**src/rtl/mem_arb_pkg.sv**
```systemverilog
// mem_arb_pkg: shared FSM state, winner encoding and address-fault helper for mem_arbiter.
package mem_arb_pkg;
  typedef enum logic {IDLE = 1'b0, RESP = 1'b1} state_t;
  typedef enum logic {WIN_IF = 1'b0, WIN_D = 1'b1} win_t;
  localparam int MEM_ADDR_BITS_DEF = 14;
  function automatic logic addr_fault(input logic [31:0] a, input int bits);
    return (a[1:0] != 2'b00) || ((a >> bits) != 32'd0);
  endfunction
endpackage

```
**src/rtl/mem_arbiter.sv**
```systemverilog
// mem_arbiter: two-port (ifetch/data) arbiter onto a single word memory.
// Data wins by default; ifetch wins after STARVE_LIMIT consecutive losses.
module mem_arbiter
  import mem_arb_pkg::*;
#(
  parameter int STARVE_LIMIT  = 4,
  parameter int MEM_ADDR_BITS = MEM_ADDR_BITS_DEF
) (
  input  logic        clk,
  input  logic        resetn,
  input  logic        if_req,
  input  logic [31:0] if_addr,
  output logic        if_gnt,
  output logic        if_rvalid,
  output logic [31:0] if_rdata,
  output logic        if_err,
  input  logic        d_req,
  input  logic        d_we,
  input  logic [31:0] d_addr,
  input  logic [31:0] d_wdata,
  output logic        d_gnt,
  output logic        d_rvalid,
  output logic [31:0] d_rdata,
  output logic        d_err,
  output logic [31:0] mem_address,
  output logic [31:0] mem_data_in,
  output logic        mem_we,
  input  logic [31:0] mem_data_out
);
  localparam int CW = $clog2(STARVE_LIMIT + 1);
  state_t      r_state;
  win_t        r_win;
  logic [CW-1:0] r_starve;
  logic [31:0] r_rdata;
  logic        r_err;
  logic        w_idle, w_starved, w_if_win, w_gnt, w_fault, w_resp;
  logic [31:0] w_addr;
  // gating with resetn keeps grants and memory strobes quiet during reset
  assign w_idle    = resetn && (r_state == IDLE);
  assign w_starved = (r_starve == CW'(STARVE_LIMIT));
  assign w_if_win  = if_req && (!d_req || w_starved);
  assign if_gnt    = w_idle && w_if_win;
  assign d_gnt     = w_idle && d_req && !w_if_win;
  assign w_gnt     = if_gnt || d_gnt;
  assign w_addr    = if_gnt ? if_addr : d_gnt ? d_addr : 32'd0;
  assign w_fault   = addr_fault(w_addr, MEM_ADDR_BITS);
  assign mem_address = w_addr;
  assign mem_data_in = w_gnt ? d_wdata : 32'd0;
  assign mem_we      = d_gnt && d_we && !w_fault;
  assign w_resp    = (r_state == RESP);
  assign if_rvalid = w_resp && (r_win == WIN_IF);
  assign d_rvalid  = w_resp && (r_win == WIN_D);
  assign if_rdata  = if_rvalid ? r_rdata : 32'd0;
  assign d_rdata   = d_rvalid ? r_rdata : 32'd0;
  assign if_err    = if_rvalid && r_err;
  assign d_err     = d_rvalid && r_err;
  always_ff @(posedge clk or negedge resetn) begin
    if (!resetn) begin
      r_state  <= IDLE;
      r_win    <= WIN_IF;
      r_starve <= '0;
      r_rdata  <= 32'd0;
      r_err    <= 1'b0;
    end else begin
      r_state <= w_gnt ? RESP : IDLE;
      if (w_gnt) begin
        r_win   <= d_gnt ? WIN_D : WIN_IF;
        r_err   <= w_fault;
        r_rdata <= (w_fault || (d_gnt && d_we)) ? 32'd0 : mem_data_out;
      end
      if (r_state == IDLE)
        r_starve <= (if_gnt || !if_req) ? '0 : (d_gnt && !w_starved) ? r_starve + CW'(1) : r_starve;
    end
  end
endmodule

```
**config.mk**
```make
export PLATFORM = sky130hd
export DESIGN_NAME = mem_arbiter
export DESIGN_NICKNAME = d
export VERILOG_FILES = /design/src/rtl/mem_arb_pkg.sv /design/src/rtl/mem_arbiter.sv
export SDC_FILE = /design/constraint.sdc
export NUM_CORES = 1
export LEC_CHECK = 0
export CELL_PAD_IN_SITES_DETAIL_PLACEMENT = 2
export CELL_PAD_IN_SITES_GLOBAL_PLACEMENT = 2
export CORE_ASPECT_RATIO = 1.1
export CORE_MARGIN = 8
export CORE_UTILIZATION = 16
export DETAILED_ROUTE_END_ITERATION = 10
export PLACE_DENSITY = 0.82
export SLEW_MARGIN = 20
export SYNTH_ARGS = -nofsm -noshare
export SYNTH_HDL_FRONTEND = slang
export SYNTH_SLANG_ARGS = --single-unit
```
**constraint.sdc**
```tcl
create_clock -name clk -period 2.4 [get_ports clk]
set_input_delay 0.36 -clock clk [delete_from_list [all_inputs] [get_ports clk]]
set_output_delay 0.36 -clock clk [all_outputs]
set_load 0.1 [all_outputs]
```
Word level (Yosys, flattened, before mapping)
Cells that the tools add are included.
Widths: inputs -> output; s select.

word-level totals
  output and inout port bits = 135
  flip-flop bits (word level) = 38
  input port bits = 133

operators by class
  equality and inequality tests = 1
  bitwise gates (word level) = 2
  reductions and logical operators = 26
  add/sub/neg operators = 1
  muxes and demuxes = 10

operators by type and width
  cell                 number
  $mux 32              6
  $reduce_bool 32->1   1
  $logic_and 1x1->1    12
  $mux 3               2
  $logic_not 1->1      5
  $logic_or 1x1->1     5
  $reduce_bool 2->1    2
  $add 3x1->3 const B  1
  $eq 3x3->1 const B   1
  $mux 1               2
  $not 1->1            2
  $reduce_and 2->1     1

Logic depth before layout (Yosys ltp)
Gate-level depths: netlist of the first run.

  depth in word-level cells = 11
  mapped depth = 9
  depth with buffers taken out = 7

Worst setup path after synthesis of the first run
OpenSTA, ideal clock, no wires.

  kind = reg2out
  start = register r_starve[0]
  end = output port mem_we
  arrival = 3.454 ns
  slack = -1.414 ns
  cell stages (with the launch flop) = 10
  cells stage by stage = dfrtp_1 -> inv_1 -> ha_1 -> nand3_2 -> nand2_4 -> inv_2 -> a221o_1 -> buf_6 -> buf_6 -> nor3_1

between the ends
  cells in the longest elaborated chain, start to end = 11

RTL lines
  what                                                            line               RTL
  start, declared                                                 mem_arbiter.sv:33  logic [CW-1:0] r_starve;
  start signal, assigned                                          mem_arbiter.sv:72  r_starve <= (if_gnt || !if_req) ? '0 : (d_gnt && !w_starved) ? r_starve + CW'(1) : r_starve;
  $eq 3x3->1 (*)                                                  mem_arbiter.sv:40  assign w_starved = (r_starve == CW'(STARVE_LIMIT));
  $logic_or 1x1->1 (*)                                            mem_arbiter.sv:41  assign w_if_win = if_req && (!d_req || w_starved);
  $logic_and 1x1->1 (*)                                           mem_arbiter.sv:41
  $logic_not 1->1                                                 mem_arbiter.sv:43  assign d_gnt = w_idle && d_req && !w_if_win;
  $logic_and 1x1->1                                               mem_arbiter.sv:43
  $mux 32 (2 in series)                                           mem_arbiter.sv:45  assign w_addr = if_gnt ? if_addr : d_gnt ? d_addr : 32'd0;
  $reduce_bool 32->1 / $reduce_bool 2->1 (equally long branches)  mem_arb_pkg.sv:7   return (a[1:0] != 2'b00) || ((a >> bits) != 32'd0);
  $logic_or 1x1->1                                                mem_arb_pkg.sv:7
  $logic_not 1->1                                                 mem_arbiter.sv:49  assign mem_we = d_gnt && d_we && !w_fault;
  $logic_and 1x1->1 (*)                                           mem_arbiter.sv:49
  end, declared                                                   mem_arbiter.sv:27  output logic mem_we,

Every way passes the cells marked *; elsewhere a longest branch is shown, timed or not.

Worst setup path after layout of the first run
  start = input port if_addr[22]
  end = output port mem_we

between the ends
  cells in the longest elaborated chain, start to end = 5

RTL lines
  what                line               RTL
  start, declared     mem_arbiter.sv:12  input logic [31:0] if_addr,
  $mux 32             mem_arbiter.sv:45
  $reduce_bool 32->1  mem_arb_pkg.sv:7
  $logic_or 1x1->1    mem_arb_pkg.sv:7
  $logic_not 1->1     mem_arbiter.sv:49
  $logic_and 1x1->1   mem_arbiter.sv:49

No other way between the ends.

==> insert_results.sql, run 1 <==
INSERT INTO impl_metrics (metric_group, metric, value, unit) VALUES
('global_routing', 'grt_antenna_before_repair', '1', ''),
('yosys', 'ys_types', '31', ''),
('flow_run', 'max_capacitance_violation_total', '0', ''),
('floorplan', 'dieHeight', '159.8', 'um'),
('detailed_routing', 'drtPass1Iterations', '4', ''),
('timing', 'setup_ws', '-0.03049', 'ns'),
('timing', 'final_hold_viol_count', '0', ''),
('timing', 'grt_setup_unrepaired', 'yes', ''),
('worst_setup_path', 'arrival_time_of_data_at_the_critical_path_endpoint', '2.07', 'ns'),
('worst_setup_path', 'crit_path_end_kind', 'output port', ''),
('placed_design', 'dp.cells', '848', ''),
('worst_setup_path', 'timing.critical_path.fanout_max', '2', ''),
('yosys', 'synth_sequential_area_ratio', '31.60', '%'),
('timing', 'timing.setup.tns', '-0.03049', 'ns'),
('global_routing', 'gr-total-overflow', '0', ''),
('power_and_ir_drop', 'p_leak', '0.003224', 'uW'),
('yosys', 'ys_ff_latch', '38', ''),
('timing', 'post-route-period-util', '101.3', '%'),
('outcome', 'status', 'complete, but fails checks', ''),
('clock_tree', 'number_of_buffers_created_by_cts', '5', ''),
('detailed_routing', 'detail_route.iter0.violations', '82', ''),
('timing', 'fmax', '411.4', 'MHz'),
('yosys', 'synth_largest_area_cell', 'dfrtp_1', ''),
('final_layout', 'flow.area_growth_from_synthesis', '156.7', '%'),
('final_layout', 'drive_gt1_share', '38.74', '%'),
('global_routing', 'first_pass_grt_wire_length', '29670', 'um'),
('floorplan', 'placementRows', '52', ''),
('yosys', 'synth_area_leaders', 'dfrtp_1 (32%), and2_1 (14%), o31ai_2 (12%), a22o_1 (9.3%), and3_1 (6.9%)', ''),
('clock_tree', 'clock_tree.root_cell', 'clkbuf_16', ''),
('clock_tree', 'clk_pin_slew_worst_paths', '0.06', 'ns'),
('detailed_routing', 'remaining_drc_errors', '0', ''),
('yosys', 'synth_fp_nets', '483', ''),
('global_routing', 'grt_pass1_vias', '4790', ''),
('floorplan', 'die_area', '0.02346', 'mm2'),
('yosys', 'yosysWarningCount', '0', ''),
('final_layout', 'final_nets', '751', ''),
('floorplan', 'floorplan.initialDensity', '16.34', '%'),
('outcome', 'failed_checks', 'negative setup slack', ''),
('global_routing', 'grt_start_max_net_pins', '38', ''),
('detailed_routing', 'vias_per_cell', '4.562', ''),
('power_and_ir_drop', 'power_per_cell_area', '474.2', 'mW/mm2'),
('clock_tree', 'clk_path_buf_depth', '2', ''),
('yosys', 'syn_avg_cell_area', '8.647', 'um2'),
('final_layout', 'fill_cells', '1888', ''),
('yosys', 'synthesis.area', '0.003009', 'mm2'),
('worst_setup_path', 'required', '2.04', 'ns'),
('yosys', 'yosysTopAreaCellShare', '31.60', '%'),
('timing', 'final.min_clock_period', '2.430', 'ns'),
('timing', 'setup_viol_count_final', '1', ''),
('detailed_routing', 'vias', '3928', ''),
('floorplan', 'die_width', '146.8', 'um'),
('worst_setup_path', 'critPathKind', 'primary input to output port', ''),
('clock_tree', 'insertion_delay', '0.28', 'ns'),
('floorplan', 'core_area', '0.01841', 'mm2'),
('power_and_ir_drop', 'p_total', '3663', 'uW'),
('timing', 'timing.slew.headroom', '63.28', '%'),
('power_and_ir_drop', 'peakVddDrop', '228.0', 'uV'),
('yosys', 'netlist_instances', '348', ''),
('final_layout', 'stdcell_count', '861', ''),
('timing', 'report.final.slew_viol_count', '0', ''),
('clock_tree', 'clock_sink_count', '38', ''),
('clock_tree', 'tritoncts', 'yes', ''),
('hold_path', 'hold_class', 'primary input to async pin', ''),
('timing', 'max_slew.worst_pin.slew', '0.5509', 'ns'),
('worst_setup_path', 'startpoint_type', 'primary input', ''),
('floorplan', 'num_io_pins', '268', ''),
('global_routing', 'grt_usage', '16.20', '%'),
('placed_design', 'finalWeightedCongestion', '0.7843', ''),
('timing', 'clock_skew', '0.003016', 'ns'),
('detailed_routing', 'routed_wl', '19700', 'um'),
('detailed_routing', 'postRouteAntennaNets', '0', ''),
('placed_design', 'io_buffer_count', '267', ''),
('placed_design', 'hpwl', '16370', 'um'),
('detailed_routing', 'route.detailed.wl_per_inst', '22.89', 'um'),
('clock_tree', 'clock_tree.htree_level_count', '2', '');
## cell families after synthesis
group	count (synthesis)	share of synthesized area [%]
and+or+nand+nor	190	35.68
AOI/OAI and AO/OA	76	25.24
adders and majority gates	2	0.8315
DFF	38	31.60
buffers and inverters	42	6.652
## where the power goes
group	internal [uW]	switching [uW]	leakage, uW	total (uW)
logic	804	1300	0.00265	2100
clock network	492	259	0.0000781	750
registers	736	77.9	0.000494	814
total	2030	1630	0.00322	3660
## worst max-delay path: stages
cell and delay, ns:
clkdlybuf4s50_1 0.45, nor4_2 0.36, a221oi_1 0.16, a221o_2 0.37, nor3_4 0.16, buf_12 0.20
## synthesized netlist by cell type
library cell  instances
nor2b_1               3
dfrtp_1              38
nor3b_1               1
a221oi_1              1
o21ai_2               1
a21oi_1               1
nand3_2               1
a211o_1               1
nor3_1                1
clkbuf_1             25
inv_1                 4
nand3b_1              2
a22o_1               32
inv_2                 1
o31ai_1               5
nand3_1              34
nand2_1              36
a311o_1               1
and3_1               33
buf_2                 7
a221o_1               1
o21ai_0               3
ha_1                  2
o31ai_2              29
a31oi_2               1
buf_6                 4
buf_4                 1
and2_1               67
nor4_1               10
and3b_4               1
nand2_4               1
## routing by layer
layer	up-vias	share of wire [%]	GRT usage [%]
li1	1797	-	-
met1	1903	34	15.72
met2	197	54	30.48
met3	31	8.8	6.133
met4	0	3.2	5.813
met5	-	0	0
## through the flow
step,utilization [%],setup WS [ns],hold slack [ns],instance area (um2)
global route,41.95,-0.09927,0.3034,7725
detailed placement,40.41,-0.1913,0.2158,7441
CTS,41.54,-0.04477,0.2922,7649
finish,41.95,-0.03049,0.2682,7725
global placement,40.41,-0.07200,0.2117,7441
floorplan,-,-0.1236,0.06441,3045
## layout by cell type, fill, tap and decap left out, drive strengths merged
master / Yosys / layout
a211o: 1 / 1
a21oi: 1 / 1
a221o: 1 / 1
a221oi: 1 / 1
a22o: 32 / 32
a311o: 1 / 1
a31oi: 1 / 1
and2: 67 / 67
and3: 33 / 33
and3b: 1 / 1
buf: 12 / 165
bufinv: 0 / 1
clkbuf: 25 / 8
clkdlybuf4s50: 0 / 130
dfrtp: 38 / 38
diode: 0 / 1
dlygate4sd2: 0 / 1
dlygate4sd3: 0 / 1
ha: 2 / 2
inv: 5 / 5
nand2: 37 / 37
nand3: 35 / 35
nand3b: 2 / 2
nor2b: 3 / 3
nor3: 1 / 1
nor3b: 1 / 1
nor4: 10 / 10
o21ai: 4 / 4
o31ai: 34 / 34
## state kept, by name, summed over array words and instances (netlist names)
name and flops:
r_err 1, r_rdata 32, r_starve 3, r_state 1, r_win 1
## final timing paths
path / from / cells past startpoint / end / slack [ns]
max: if_addr[22] / 6 / mem_we / -0.03
min: resetn / 2 / r_state$_DFF_PN0_ / 0.27
max reg2reg: r_starve[0]$_DFFE_PN0P_ / 7 / r_rdata[24]$_DFFE_PN0N_ / 0.21
min reg2reg: r_rdata[10]$_DFFE_PN0N_ / 2 / r_rdata[10]$_DFFE_PN0N_ / 0.51
max in group asynchronous: resetn / 2 / r_win$_DFFE_PN0N_ / 1.71
min in group clk: r_rdata[10]$_DFFE_PN0N_ / 2 / r_rdata[10]$_DFFE_PN0N_ / 0.51
## what timing repair did
| item | in CTS | in global routing |
|---|---|---|
| setup endpoints to repair | 35 | 59 |
| resized for setup | 7 | 7 |
| cloned | 0 | 2 |
| hold endpoints to repair | 2 | 0 |
| hold buffers | 1 | 0 |
| pin swaps | 1 | 4 |
| setup buffers | 0 | 1 |
## layout make-up
type | instances | area, um2 | share of cell area, %
Antenna cell | 1 | 2.502 | 0.03239
Clock buffer | 7 | 132.6 | 1.717
Clock inverter | 1 | 30.03 | 0.3887
Inverter | 5 | 21.27 | 0.2753
Multi-Input combinational cell | 268 | 1977 | 25.59
Sequential cell | 38 | 950.9 | 12.31
Tap cell | 243 | 304.0 | 3.936
Timing Repair Buffer | 298 | 4307 | 55.75
Note: power is estimated with default switching activity, not from simulation.
==> run 2: changes to the inputs <==
- TNS_END_PERCENT: default -> 10
==> run 2 against run 1 <==
The flow still finishes with violations (negative setup slack). Clock-buffer cell count is the same. Die area is the same. Worst setup slack lost 0.052 ns. Clock skew grew 0.0019 ns. Power is essentially flat. Via count shrank 0.18%. Sequential share of layout area shrank 0.13 points. Flip-flop and latch count is the same. Non-clock buffer count grew 2. Critical endpoint unchanged. Largest cell class unchanged. Largest power group unchanged.
==> insert_results.sql, run 2 (synthesis results as in run 1) <==
INSERT INTO impl_metrics (metric_group, metric, value, unit) VALUES
('outcome', 'status', 'complete, but fails checks', ''),
('outcome', 'failed_checks', 'negative setup slack', ''),
('final_layout', 'final_nets', '753', ''),
('clock_tree', 'clock_tree.htree_level_count', '2', ''),
('worst_setup_path', 'startpoint_type', 'primary input', ''),
('detailed_routing', 'detail_route.iter0.violations', '76', ''),
('placed_design', 'hpwl', '16380', 'um'),
('final_layout', 'finish.utilization', '42.40', '%'),
('clock_tree', 'clk_pin_slew_worst_paths', '0.06', 'ns'),
('power_and_ir_drop', 'power_per_cell_area', '469.4', 'mW/mm2'),
('global_routing', 'grt_pass1_vias', '4749', ''),
('worst_setup_path', 'delay_of_the_slowest_critical_path_stage', '0.46', 'ns'),
('hold_path', 'hold_class', 'primary input to async pin', ''),
('floorplan', 'num_io_pins', '268', ''),
('final_layout', 'flow.area_growth_from_synthesis', '159.4', '%'),
('clock_tree', 'clock_sink_count', '38', ''),
('placed_design', 'finalWeightedCongestion', '0.7785', ''),
('worst_setup_path', 'endpoint', 'mem_we', ''),
('placed_design', 'io_buffer_count', '267', ''),
('timing', 'fmax', '402.9', 'MHz'),
('detailed_routing', 'route.detailed.wl_per_inst', '22.69', 'um'),
('worst_setup_path', 'arrival_time_of_data_at_the_critical_path_endpoint', '2.12', 'ns'),
('worst_setup_path', 'regToRegSetupSlack', '0.27', 'ns'),
('timing', 'clock_skew', '0.004913', 'ns'),
('global_routing', 'first_pass_grt_wire_length', '29500', 'um'),
('floorplan', 'floorplan.initialDensity', '16.34', '%'),
('global_routing', 'grt_usage', '16.11', '%'),
('clock_tree', 'clock_tree.root_cell', 'clkbuf_16', ''),
('timing', 'report.final.slew_viol_count', '0', ''),
('detailed_routing', 'routed_wl', '19650', 'um'),
('floorplan', 'placementRows', '52', ''),
('clock_tree', 'tritoncts', 'yes', ''),
('final_layout', 'top_regs', 'r_rdata: 32 flops, r_starve: 3 flops', ''),
('timing', 'final.min_clock_period', '2.482', 'ns'),
('detailed_routing', 'vias_per_cell', '4.528', ''),
('placed_design', 'placed_area', '0.007433', 'mm2'),
('detailed_routing', 'vias', '3921', ''),
('power_and_ir_drop', 'peakVddDrop', '226.9', 'uV'),
('worst_setup_path', 'required', '2.04', 'ns'),
('floorplan', 'die_area', '0.02346', 'mm2'),
('global_routing', 'gr-total-overflow', '0', ''),
('floorplan', 'dieHeight', '159.8', 'um'),
('worst_setup_path', 'crit_chain', 'clkdlybuf4s50_1 > nor4_1 > nand3_1 > a221o_2 > nor3_4 > buf_12', ''),
('floorplan', 'core_area', '0.01841', 'mm2'),
('clock_tree', 'clk_path_buf_depth', '2', ''),
('worst_setup_path', 'r2r-end', 'r_rdata[6]$_DFFE_PN0N_', ''),
('floorplan', 'die_width', '146.8', 'um'),
('final_layout', 'max_flop_register', 'r_rdata', ''),
('worst_setup_path', 'r2r-start', 'r_starve[1]$_DFFE_PN0P_', ''),
('clock_tree', 'number_of_buffers_created_by_cts', '5', ''),
('final_layout', 'fill_cells', '1873', ''),
('final_layout', 'mostFrequentLayoutCells', 'buf_12 (138), clkdlybuf4s50_1 (107), and2_1 (67)', ''),
('detailed_routing', 'postRouteAntennaNets', '0', ''),
('worst_setup_path', 'crit_path_end_kind', 'output port', ''),
('worst_setup_path', 'worst_setup_path_startpoint', 'if_addr[16]', ''),
('detailed_routing', 'drtPass1Iterations', '4', ''),
('worst_setup_path', 'critPathKind', 'primary input to output port', ''),
('worst_setup_path', 'timing.critical_path.fanout_max', '2', ''),
('final_layout', 'design_area', '0.007806', 'mm2'),
('global_routing', 'grt_start_max_net_pins', '36', ''),
('clock_tree', 'insertion_delay', '0.28', 'ns'),
('timing', 'post-route-period-util', '103.4', '%'),
('final_layout', 'largest_reg_flops', '32', ''),
('final_layout', 'drive_gt1_share', '37.64', '%'),
('global_routing', 'grt_antenna_before_repair', '3', ''),
('timing', 'max_slew.worst_pin.slew', '0.5376', 'ns'),
('final_layout', 'mostFrequentLayoutCell', 'buf_12', ''),
('timing', 'setup_ws', '-0.08203', 'ns'),
('timing', 'final_hold_viol_count', '0', ''),
('worst_setup_path', 'r2r_cells', '9', ''),
('worst_setup_path', 'cpMaxStageDelayCell', 'a221o_2', ''),
('detailed_routing', 'remaining_drc_errors', '0', ''),
('power_and_ir_drop', 'p_leak', '0.003433', 'uW'),
('timing', 'setup_viol_count_final', '1', ''),
('flow_run', 'max_capacitance_violation_total', '0', ''),
('timing', 'timing.slew.headroom', '64.16', '%');
[run 2: how the worst min path moves through the flow]
stage            from                      end  slack, ns
2_1_floorplan  resetn        r_err$_DFFE_PN0N_       0.06
3_3_place_gp   resetn  r_starve[0]$_DFFE_PN0P_       0.20
3_5_place_dp   resetn  r_starve[1]$_DFFE_PN0P_       0.20
4_1_cts        resetn        r_state$_DFF_PN0_       0.22
5_1_grt        resetn        r_state$_DFF_PN0_       0.26
6_report       resetn        r_state$_DFF_PN0_       0.20
[run 2: what timing repair did]
action | 4_1_cts | 5_1_grt
setup buffers | 0 | 5
gates cloned | 0 | 1
endpoints found under the hold margin | 3 | 0
hold buffers | 1 | 0
resized for setup | 9 | 32
endpoints found under the setup margin | 33 | 27
pin swaps | 3 | 12
[run 2: critical path: cells and delay by family]
kind	cells	cell delay [ns]
AO/OA/AOI/OAI	1	0.46
buffers and inverters	2	0.64
AND/OR/NAND/NOR	3	0.66
[run 2: stage by stage]
step	total power, uW	setup TNS, ns	instances	hold slack (ns)	setup slack [ns]
2_1_floorplan	1974	-1.046	348	0.06441	-0.1892
3_3_place_gp	2855	-0.1342	847	0.2025	-0.05757
3_5_place_dp	2932	-2.519	847	0.2004	-0.1241
4_1_cts	3701	-0.01538	856	0.2174	-0.01538
5_1_grt	3819	-0.1229	866	0.2559	-0.1229
6_report	3664	-0.08203	866	0.2022	-0.08203
[run 2: cell type report]
type | instances | area (um2) | area share (%)
repair buffers | 300 | 4374 | 56.03
multi-input cells | 268 | 1986 | 25.44
flip-flops and latches | 38 | 950.9 | 12.18
well taps | 243 | 304.0 | 3.895
clock buffers | 7 | 132.6 | 1.699
clock inverters | 1 | 30.03 | 0.3847
inverters | 5 | 18.77 | 0.2404
diodes | 4 | 10.01 | 0.1282
[run 2: where the power goes]
| part | internal (uW) | switching (uW) | total (uW) |
|---|---|---|---|
| logic | 808 | 1300 | 2100 |
| registers | 736 | 80.2 | 816 |
| clock network | 491 | 253 | 745 |
[run 2: routing by layer]
| layer | vias up | part of all wire [%] | GRT usage [%] |
|---|---|---|---|
| met4 | 0 | 2.6 | 4.735 |
| met2 | 189 | 56 | 31.28 |
| met5 | - | 0 | 0 |
| met1 | 1909 | 33 | 15.01 |
| li1 | 1797 | - | - |
| met3 | 26 | 8.8 | 6.473 |
